File: src/rtl/int_res_mem_arbiter_pkg.sv
// Shared sizing, types and FSM encodings for the int-res memory arbiter.
// Imported by the address decoder and the arbiter top.
package int_res_mem_arbiter_pkg;

  localparam int unsigned CIM_INT_RES_NUM_BANKS          = 4;
  localparam int unsigned CIM_INT_RES_BANK_SIZE_NUM_WORD = 14336;

  localparam int unsigned NUM_BANKS        = CIM_INT_RES_NUM_BANKS;
  localparam int unsigned BANK_WORDS       = CIM_INT_RES_BANK_SIZE_NUM_WORD;
  localparam int unsigned INT_RES_MAX_ADDR = NUM_BANKS * BANK_WORDS;

  localparam int unsigned INT_RES_ADDR_W      = 16;
  localparam int unsigned INT_RES_BANK_ADDR_W = 14;

  typedef logic [INT_RES_ADDR_W-1:0]      IntResAddr_t;
  typedef logic [INT_RES_BANK_ADDR_W-1:0] IntResBankAddr_t;
  typedef logic [7:0]                     IntResSingle_t;
  typedef logic [15:0]                    IntResDouble_t;

  typedef enum logic {SINGLE_WIDTH = 1'b0, DOUBLE_WIDTH = 1'b1} DataWidth_t;

  typedef enum logic [1:0] {ARB_IDLE, ARB_ACCESS_1, ARB_ACCESS_2} IntResArbState_t;

  typedef enum logic {REQ_COMPUTE, REQ_EEG} IntResRequester_t;

  function automatic IntResDouble_t sext_single(input IntResSingle_t b);
    return {{8{b[7]}}, b};
  endfunction

endpackage

File: src/rtl/int_res_addr_decode.sv
// Combinational flat-address to bank decode for the int-res memory.
// Takes a 17b address so that the carry out of addr+1 lands out of range.
module int_res_addr_decode
  import int_res_mem_arbiter_pkg::*;
(
  input  logic [INT_RES_ADDR_W:0] addr,
  output logic [NUM_BANKS-1:0]    bank_oh,
  output IntResBankAddr_t         bank_addr,
  output logic                    out_of_range
);

  always_comb begin
    bank_oh      = '0;
    bank_addr    = '0;
    out_of_range = 1'b1;
    for (int unsigned i = 0; i < NUM_BANKS; i++) begin
      if (32'(addr) >= i * BANK_WORDS && 32'(addr) < (i + 1) * BANK_WORDS) begin
        bank_oh[i]   = 1'b1;
        bank_addr    = IntResBankAddr_t'(32'(addr) - i * BANK_WORDS);
        out_of_range = 1'b0;
      end
    end
  end

endmodule

File: src/rtl/int_res_mem_arbiter.sv
// Round-robin arbiter sharing the banked int-res memory between compute (A) and EEG load (B).
// Define INT_RES_ARB_STATS_EN to add saturating grant/stall statistics counters.
module int_res_mem_arbiter
  import int_res_mem_arbiter_pkg::*;
(
  input  logic                        clk,
  input  logic                        rst,
  input  logic                        req_a_valid,
  output logic                        req_a_ready,
  input  logic                        req_a_wen,
  input  IntResAddr_t                 req_a_addr,
  input  DataWidth_t                  req_a_width,
  input  IntResDouble_t               req_a_wdata,
  input  logic                        req_b_valid,
  output logic                        req_b_ready,
  input  logic                        req_b_wen,
  input  IntResAddr_t                 req_b_addr,
  input  DataWidth_t                  req_b_width,
  input  IntResDouble_t               req_b_wdata,
  output logic                        rsp_a_valid,
  output IntResDouble_t               rsp_a_rdata,
  output logic                        rsp_b_valid,
  output IntResDouble_t               rsp_b_rdata,
  output logic [NUM_BANKS-1:0]        bank_en,
  output logic                        bank_wen,
  output IntResBankAddr_t             bank_addr,
  output IntResSingle_t               bank_wdata,
  input  logic [NUM_BANKS-1:0][7:0]   bank_rdata,
`ifdef INT_RES_ARB_STATS_EN
  output logic [31:0]                 stat_grants_a,
  output logic [31:0]                 stat_grants_b,
  output logic [31:0]                 stat_stall_cycles,
`endif
  output logic                        addr_err
);

  IntResArbState_t  state_q;
  IntResRequester_t rr_q;
  IntResRequester_t owner_q;
  logic             wen_q;
  IntResAddr_t      addr_q;
  DataWidth_t       width_q;
  IntResSingle_t    wdata_hi_q;
  IntResSingle_t    lo_q;
  logic [NUM_BANKS-1:0] rd_sel_q;
  logic             rsp_double_q;

  logic             grant_a, grant_b, hs, last_access;
  logic             sel_wen;
  IntResAddr_t      sel_addr;
  DataWidth_t       sel_width;
  IntResDouble_t    sel_wdata;
  logic [NUM_BANKS-1:0] lo_oh, hi_oh;
  IntResBankAddr_t  lo_baddr, hi_baddr;
  logic             lo_oor, hi_oor;
  IntResSingle_t    rd_byte;
  IntResDouble_t    rsp_rdata;

  // rr_q names the side that wins a tie next.
  always_comb begin
    grant_a = (state_q == ARB_IDLE) && req_a_valid && (!req_b_valid || rr_q == REQ_COMPUTE);
    grant_b = (state_q == ARB_IDLE) && req_b_valid && (!req_a_valid || rr_q == REQ_EEG);
  end

  assign hs          = grant_a | grant_b;
  assign req_a_ready = grant_a;
  assign req_b_ready = grant_b;

  assign sel_wen   = grant_b ? req_b_wen   : req_a_wen;
  assign sel_addr  = grant_b ? req_b_addr  : req_a_addr;
  assign sel_width = grant_b ? req_b_width : req_a_width;
  assign sel_wdata = grant_b ? req_b_wdata : req_a_wdata;

  assign last_access = (state_q == ARB_ACCESS_2) ||
                       (state_q == ARB_ACCESS_1 && width_q == SINGLE_WIDTH);

  int_res_addr_decode u_decode_lo (
    .addr         ({1'b0, sel_addr}),
    .bank_oh      (lo_oh),
    .bank_addr    (lo_baddr),
    .out_of_range (lo_oor)
  );

  int_res_addr_decode u_decode_hi (
    .addr         ({1'b0, addr_q} + 17'd1),
    .bank_oh      (hi_oh),
    .bank_addr    (hi_baddr),
    .out_of_range (hi_oor)
  );

  // Bank data arrives the cycle after its enable; rd_sel_q remembers which bank that was.
  always_comb begin
    rd_byte = '0;
    for (int unsigned i = 0; i < NUM_BANKS; i++) begin
      if (rd_sel_q[i]) rd_byte |= bank_rdata[i];
    end
  end

  assign rsp_rdata   = rsp_double_q ? {rd_byte, lo_q} : sext_single(rd_byte);
  assign rsp_a_rdata = rsp_a_valid ? rsp_rdata : '0;
  assign rsp_b_rdata = rsp_b_valid ? rsp_rdata : '0;

  always_ff @(posedge clk or posedge rst) begin
    if (rst) begin
      state_q      <= ARB_IDLE;
      rr_q         <= REQ_COMPUTE;
      owner_q      <= REQ_COMPUTE;
      wen_q        <= 1'b0;
      addr_q       <= '0;
      width_q      <= SINGLE_WIDTH;
      wdata_hi_q   <= '0;
      lo_q         <= '0;
      rd_sel_q     <= '0;
      rsp_double_q <= 1'b0;
      rsp_a_valid  <= 1'b0;
      rsp_b_valid  <= 1'b0;
      bank_en      <= '0;
      bank_wen     <= 1'b0;
      bank_addr    <= '0;
      bank_wdata   <= '0;
      addr_err     <= 1'b0;
    end else begin
      rsp_a_valid <= 1'b0;
      rsp_b_valid <= 1'b0;
      rd_sel_q    <= bank_wen ? '0 : bank_en;

      unique case (state_q)
        ARB_IDLE: begin
          if (hs) begin
            owner_q    <= grant_b ? REQ_EEG : REQ_COMPUTE;
            rr_q       <= grant_b ? REQ_COMPUTE : REQ_EEG;
            wen_q      <= sel_wen;
            addr_q     <= sel_addr;
            width_q    <= sel_width;
            wdata_hi_q <= sel_wdata[15:8];
            bank_en    <= lo_oh;
            bank_wen   <= sel_wen & ~lo_oor;
            bank_addr  <= lo_baddr;
            bank_wdata <= sel_wen ? sel_wdata[7:0] : '0;
            if (lo_oor) addr_err <= 1'b1;
            state_q    <= ARB_ACCESS_1;
          end
        end
        ARB_ACCESS_1: begin
          if (width_q == DOUBLE_WIDTH) begin
            bank_en    <= hi_oh;
            bank_wen   <= wen_q & ~hi_oor;
            bank_addr  <= hi_baddr;
            bank_wdata <= wen_q ? wdata_hi_q : '0;
            if (hi_oor) addr_err <= 1'b1;
            state_q    <= ARB_ACCESS_2;
          end
        end
        ARB_ACCESS_2: begin
          lo_q <= rd_byte;
        end
        default: state_q <= ARB_IDLE;
      endcase

      if (last_access) begin
        bank_en      <= '0;
        bank_wen     <= 1'b0;
        bank_addr    <= '0;
        bank_wdata   <= '0;
        rsp_double_q <= (width_q == DOUBLE_WIDTH);
        rsp_a_valid  <= ~wen_q && (owner_q == REQ_COMPUTE);
        rsp_b_valid  <= ~wen_q && (owner_q == REQ_EEG);
        state_q      <= ARB_IDLE;
      end
    end
  end

`ifdef INT_RES_ARB_STATS_EN
  logic stall;
  assign stall = (req_a_valid && !req_a_ready) || (req_b_valid && !req_b_ready);

  always_ff @(posedge clk or posedge rst) begin
    if (rst) begin
      stat_grants_a     <= '0;
      stat_grants_b     <= '0;
      stat_stall_cycles <= '0;
    end else begin
      if (grant_a && stat_grants_a != '1)         stat_grants_a     <= stat_grants_a + 32'd1;
      if (grant_b && stat_grants_b != '1)         stat_grants_b     <= stat_grants_b + 32'd1;
      if (stall && stat_stall_cycles != '1)       stat_stall_cycles <= stat_stall_cycles + 32'd1;
    end
  end
`endif

endmodule
File: config.mk
export PLATFORM = sky130hd
export DESIGN_NAME = int_res_mem_arbiter
export DESIGN_NICKNAME = d
export VERILOG_FILES = /design/src/rtl/int_res_mem_arbiter_pkg.sv /design/src/rtl/int_res_addr_decode.sv /design/src/rtl/int_res_mem_arbiter.sv
export SDC_FILE = /design/constraint.sdc
export NUM_CORES = 1
export LEC_CHECK = 0
export ABC_AREA = 0
export CORE_MARGIN = 2
export CORE_UTILIZATION = 47
export DETAILED_ROUTE_END_ITERATION = 10
export GPL_TIMING_DRIVEN = 0
export MAX_ROUTING_LAYER = met4
export PLACE_DENSITY = 0.8
export SLEW_MARGIN = 30
export SYNTH_ARGS = -nofsm -noshare
export SYNTH_HDL_FRONTEND = slang
export SYNTH_SLANG_ARGS = --single-unit
File: constraint.sdc
create_clock -name clk -period 3.8 [get_ports clk]
set_clock_uncertainty 0.1 [all_clocks]
set_input_delay 0.38 -clock clk [delete_from_list [all_inputs] [get_ports clk]]
set_output_delay 0.38 -clock clk [all_outputs]
set_load 0.05 [all_outputs]
==> results.tsv, run 1 <==
stage	metric	value	unit
detailed_routing	antenna_left	0	
clock_network	clk_pin_slew	0.08	ns
layout	area_growth	41.8	%
global_routing	antenna_found_initial	0	
clock_network	cts_root_buf	clkbuf_8	
floorplan	coreArea	10400	sq um
timing	setup_violations	0	
layout	utilization	69.1	%
logic_synthesis	synth_top_family_by_area	simple AND/OR/NAND/NOR gates	
flow_run	maxCapViolCount	0	
layout	multiInputGateArea	2990	sq um
global_routing	grt_pass1_wl	26.8	mm
logic_synthesis	syn_nets	698	
detailed_routing	drt_iter0_drc	497	
timing	relSlewSlack	32.0	%
timing	fin_ws	0.224	ns
clock_network	cts.path.max_buffers	2	
detailed_routing	num_vias	5419	
clock_network	clkLatencyLatePin	0.36	ns
clock_network	cts_tree	built	
placement	place_ws	-0.136	ns
placement	portBuffers	167	
status	status	complete, no violations	
timing	tightest_slew	0.992	ns
detailed_routing	wl_met2	8.18	mm
clock_network	cts-buffers-inserted	9	
global_routing	track_usage	30.8	%
logic_synthesis	synth-edff-count	0	
worst_setup_path	crit_fanout	10	
detailed_routing	route.detailed.drc	0	
logic_synthesis	synthMuxAreaShare	8.49	%
logic_synthesis	synthCells	583	
worst_setup_path	max_stage_delay	0.61	ns
worst_setup_path	critPathRequiredTime	3.32	ns
layout	drive_gt1_share	7.30	%
worst_setup_path	crit_start	state_q[1]	
floorplan	die_x	108	um
min_path	hp-class	primary input to async pin	
placement	dpl.hpwl	13.6	mm
floorplan	die_h	108	um
layout	diodes	0	
timing	finalSetupTns	0	ns
worst_setup_path	cp.arrival	3.10	ns
detailed_routing	wl_met3	1.70	mm
worst_setup_path	crit_family	buffers and inverters	
timing	min_period_over_period	94.1	%
worst_setup_path	rr_startpoint	addr_q[0]	
power_and_ir_drop	power.leakage	3.09	nW
detailed_routing	drt_pass1_iterations	6	
detailed_routing	wl_met1	7.24	mm
worst_setup_path	slowest_stage	dlygate4sd2_1	
logic_synthesis	yosys.cell_types.count	69	
power_and_ir_drop	ir_drop	372	uV
power_and_ir_drop	power	5.85	mW
layout	nets	877	
clock_network	cts_sinks	73	
detailed_routing	wire_per_inst	19.3	um
clock_network	cts_setup_buffers	0	
logic_synthesis	synthXorXnorAreaFrac	2.77	%
clock_network	ctsHtreeMaxLevel	3	
detailed_routing	highest_layer	met4	
floorplan	boundaryPins	168	
logic_synthesis	synth_compound_area_share	21.1	%
logic_synthesis	syn_area	5050	sq um
layout	fin_area	7170	sq um
detailed_routing	drt-total-wl	17.4	mm
logic_synthesis	synth_warnings	0	
logic_synthesis	synthSimpleGateAreaFrac	23.4	%
logic_synthesis	ys.flop_type	dfrtp_1	
worst_setup_path	cp_num_buf_inv	4	
global_routing	grt_max_degree	42	
floorplan	dieArea	11600	sq um
layout	regArea	1830	sq um
logic_synthesis	syn_area_per_cell	8.67	sq um
power_and_ir_drop	p_per_area	816	nW/um^2
timing	finalHoldViolCount	0	
floorplan	start_util	48.7	%
global_routing	first_global_vias	5201	
worst_setup_path	path_cells	buf_2, nor2_2, nand3_1, clkinv_1, buf_1, dlygate4sd2_1	
logic_synthesis	ys_async_sr_fraction	100	%
timing	min_period	3.58	ns
timing	max_clock_freq	0.280	GHz
detailed_routing	viasPerCell	6.00	
worst_setup_path	startpoint_type	register	
placement	gp_congestion	0.987	
worst_setup_path	path_class	register to primary output	
clock_network	hold_buffers	0	
floorplan	rows	37	
layout	fill_cells	819	
timing	drv_slew	0	
global_routing	grt_overflow	0	
placement	place_area	6920	sq um
worst_setup_path	worstSetupEndpointType	primary output	
logic_synthesis	synth_seq_cells	73	
logic_synthesis	yosys.area_share.adder	2.72	%
logic_synthesis	yosysSeqAreaShare	36.1	%
timing	rsz0062_at_grt	no	
flip-flops by register name, indices dropped and copies added (netlist names), 2 cells and up:
register and cells:
bank_addr 14, rd_sel_q 4, bank_wdata 8, wdata_hi_q 8, state_q 2, bank_en 4, addr_q 16, lo_q 8
Yosys cell counts, types with 9 or more instances:
master / n / area (sq um)
mux2i_1: 38 / 380
a222oi_1: 9 / 90.1
o22ai_1: 12 / 75.1
a221oi_1: 9 / 78.8
dfrtp_1: 73 / 1830
a31oi_1: 17 / 106
a22o_1: 21 / 184
xor2_1: 9 / 78.8
and2_1: 15 / 93.8
clkbuf_1: 22 / 82.6
nand3_1: 16 / 80.1
nor2_1: 39 / 146
a21oi_1: 18 / 90.1
ha_1: 11 / 138
inv_1: 25 / 93.8
nor3_1: 14 / 70.1
o21ai_0: 34 / 170
nand2_1: 77 / 289
buf_2: 9 / 45.0
placed cells by master, fill, tap and decap left out, types with 9 or more instances in the layout:
cell type	count
inv_1	24
nor2_1	39
and2_1	15
o22ai_1	12
dfrtp_1	73
nor3_1	14
a22o_1	21
ha_1	11
nand2_1	77
clkbuf_1	22
a221oi_1	9
clkbuf_8	12
a222oi_1	9
buf_2	9
a21oi_1	18
nand3_1	16
mux2i_1	37
clkdlybuf4s50_1	166
a31oi_1	17
o21ai_0	34
power by group:
| group | switching [mW] | internal [mW] |
|---|---|---|
| logic | 2.45 | 1.34 |
| clock network | 0.302 | 0.356 |
| registers | 0.270 | 1.13 |
per-stage QoR:
step / hold slack [ns] / instances
2_1_floorplan: 0.322 / 583
3_3_place_gp: 0.350 / 886
3_5_place_dp: 0.353 / 887
4_1_cts: 0.293 / 903
5_1_grt: 0.319 / 903
6_report: 0.290 / 903
cells by family after synthesis:
family                   count (synthesis)
buffers and inverters                   66
adder cells (fa/ha/maj)                 11
AND/OR/NAND/NOR                        224
multiplexers                            42
flip-flops                              73
AO/OA/AOI/OAI                          151
XOR/XNOR                                16
metal layers:
metal	global-route usage [%]	vias up
li1	-	2491
met1	39.0	2624
met2	49.3	273
met3	7.32	31
met4	9.25	0
met5	-	-
layout make-up:
type	count	area share, %
multi-input combinational	444	41.8
sequential	73	25.5
timing repair buffer	168	23.6
tap	136	2.37
clock buffer	12	2.30
buffer	36	2.16
inverter	30	1.64
clock inverter	4	0.698
path summary, 6_finish.rpt:
check	slack, ns	cells after the start	to
worst max-delay path	0.22	6	req_a_ready
worst min register to register	0.35	1	rsp_a_valid
min in group clk	0.35	1	rsp_a_valid
worst max register to register	0.26	12	bank_addr[12]
max in group asynchronous	2.73	3	wdata_hi_q[0]
worst min-delay path	0.29	2	lo_q[1]
what timing repair did:
| item | CTS | global route |
|---|---|---|
| cloned | 0 | 0 |
| gates resized for setup | 1 | 5 |
| setup endpoints to repair | 1 | 4 |
| pin swaps | 0 | 0 |
Power figures use the tool's default switching activity.
==> run 2, diff against run 1 <==
--- a/config.mk
+++ b/config.mk
@@ -9,7 +9,6 @@
 export CORE_MARGIN = 2
 export CORE_UTILIZATION = 47
 export DETAILED_ROUTE_END_ITERATION = 10
-export GPL_TIMING_DRIVEN = 0
 export MAX_ROUTING_LAYER = met4
 export PLACE_DENSITY = 0.8
 export SLEW_MARGIN = 30
==> run 2 against run 1 <==
Sequential power rose by 14%. First-iteration DRC count fell by 19%. Power decreased by 2.2%. Worst setup slack improved by 0.24 ns.
==> results.tsv, run 2 (synthesized netlist as in run 1, its figures left out) <==
stage	metric	value	unit	change
worst_setup_path	slowest_stage	dfrtp_1		
global_routing	grt_overflow	0		unchanged
global_routing	grt_max_degree	46		+9.5%
worst_setup_path	path_class	register to register		
worst_setup_path	worstSetupEndpointType	register		
global_routing	first_global_vias	5168		-0.63%
detailed_routing	route.detailed.drc	0		unchanged
layout	layout_common_cells	clkdlybuf4s50_1 (166), nand2_1 (77), dfrtp_1 (73)		
detailed_routing	viasPerCell	5.96		-0.64%
layout	utilization	68.3	%	-0.86 points
worst_setup_path	crit_fanout	7		-3
floorplan	die_h	108	um	unchanged
placement	dpl.hpwl	12.8	mm	-5.7%
clock_network	ctsHtreeMaxLevel	3		unchanged
floorplan	start_util	48.7	%	unchanged
clock_network	cts_resized	0		-1
layout	largest_reg_flops	16		unchanged
timing	setup_violations	0		unchanged
layout	top_regs	addr_q: 16 flops, bank_addr: 14 flops		
layout	diodes	0		unchanged
floorplan	rows	37		unchanged
timing	finalSetupTns	0	ns	unchanged
layout	layout_commonest_cell	clkdlybuf4s50_1		
detailed_routing	drt-total-wl	16.7	mm	-4.2%
timing	min_period_over_period	87.9	%	-6.2 points
global_routing	met3_usage	5.27	%	-2.1 points
clock_network	clk_pin_slew	0.09	ns	about the same
status	status	complete, no violations		
timing	min_period	3.34	ns	-0.236 ns
global_routing	grt_busiest_layer	met2		
detailed_routing	drt_pass1_iterations	5		-1
timing	max_clock_freq	0.299	GHz	+7.1%
worst_setup_path	path_common_cell	ha_1		
timing	finalHoldViolCount	0		unchanged
power_and_ir_drop	ir_drop	389	uV	+4.6%
global_routing	track_usage	30.0	%	-0.89 points
timing	holdWs	0.158	ns	-0.132 ns
layout	drive_gt1_share	7.65	%	+0.35 points
clock_network	cts_setup_buffers	0		unchanged
global_routing	use_met1	38.5	%	-0.44 points
clock_network	cts_tree	built		
global_routing	use_met2	49.3	%	about the same
power_and_ir_drop	power	5.72	mW	-2.2%
worst_setup_path	crit_start	addr_q[0]		
layout	largest_register	addr_q		
power_and_ir_drop	p_per_area	808	nW/um^2	-1.0%
clock_network	cts-buffers-inserted	9		unchanged
floorplan	boundaryPins	168		unchanged
flow_run	maxCapViolCount	0		unchanged
worst_setup_path	rr_startpoint	addr_q[0]		
floorplan	coreArea	10400	sq um	unchanged
clock_network	clkLatencyLatePin	0.37	ns	about the same
global_routing	antenna_found_initial	0		unchanged
worst_setup_path	max_stage_delay	0.47	ns	-0.14 ns
detailed_routing	drt_iter0_drc	404		-19%
clock_network	hold_buffers	0		unchanged
detailed_routing	antenna_left	0		unchanged
timing	drv_slew	0		unchanged
layout	nets	855		-2.5%
layout	fill_cells	853		+4.2%
power_and_ir_drop	power.leakage	3.07	nW	-0.87%
placement	gp_congestion	0.992		+0.55%
floorplan	dieArea	11600	sq um	unchanged
global_routing	grt_pass1_wl	26.4	mm	-1.7%
clock_network	cts_sinks	73		unchanged
timing	rsz0062_at_grt	no		
layout	area_growth	40.1	%	
placement	portBuffers	167		unchanged
worst_setup_path	startpoint_type	register		
worst_setup_path	critPathRequiredTime	3.94	ns	+0.62 ns
timing	tightest_slew	0.753	ns	-0.239 ns
worst_setup_path	cp.arrival	3.48	ns	+0.38 ns
detailed_routing	num_vias	5253		-3.1%
floorplan	die_x	108	um	unchanged
clock_network	cts.path.max_buffers	2		unchanged
clock_network	cts_root_buf	clkbuf_8		
timing	relSlewSlack	49.6	%	+18 points
detailed_routing	wire_per_inst	19.0	um	-1.8%
worst_setup_path	path_cells	ha_1, nand4_4, nor4_2, xor2_1, buf_4, inv_1, ha_1, nor4_1, a221o_1, mux2i_1, nand2b_1, a221oi_1, o211ai_1		
min_path	hp-class	primary input to async pin		
[run 2: cell type report]
class,count,area (sq um),area share (%)
Clock buffer,10,138,1.94
Timing Repair Buffer,182,1810,25.5
Clock inverter,6,66.3,0.937
Sequential cell,73,1830,25.8
Multi-Input combinational cell,444,2960,41.8
Inverter,30,115,1.63
Tap cell,136,170,2.40
[run 2: per-stage QoR]
stage	setup WS [ns]	cells	instance area [sq um]
floorplan	0.712	583	5050
global placement	0.497	865	6880
detailed placement	0.359	865	6880
CTS	0.485	881	7080
global route	0.142	881	7080
finish	0.461	881	7080
[run 2: path summary, 6_finish.rpt]
path / end / slack, ns / depth (start not counted)
hold reg to reg: rsp_a_valid / 0.38 / 1
setup reg to reg: bank_addr[13] / 0.46 / 13
min in group clk: rsp_a_valid / 0.38 / 1
max in group asynchronous: state_q[0] / 2.70 / 3
setup / recovery: bank_addr[13] / 0.46 / 13
hold / removal: bank_addr[9] / 0.16 / 2
[run 2: report_power, final]
part / total [mW] / switching, mW / internal (mW)
clock: 0.636 / 0.315 / 0.322
sequential: 1.60 / 0.474 / 1.13
combinational: 3.48 / 2.15 / 1.34
total: 5.72 / 2.94 / 2.78
[run 2: worst max-delay path, delay by kind of cell, from the launching register on]
kind / cells / cell delay (ns)
compound gates: 3 / 0.61
xor+xnor: 1 / 0.19
fa+ha+maj: 2 / 0.55
buf+inv: 2 / 0.24
flops: 1 / 0.47
mux: 1 / 0.11
simple gates: 4 / 0.93
[run 2: routing by layer]
layer  wire length (um)  vias to the layer above
li1                   -                     2446
met1               7070                     2516
met2               7950                      270
met3               1470                       21
met4                221                        0
met5                  0                        -
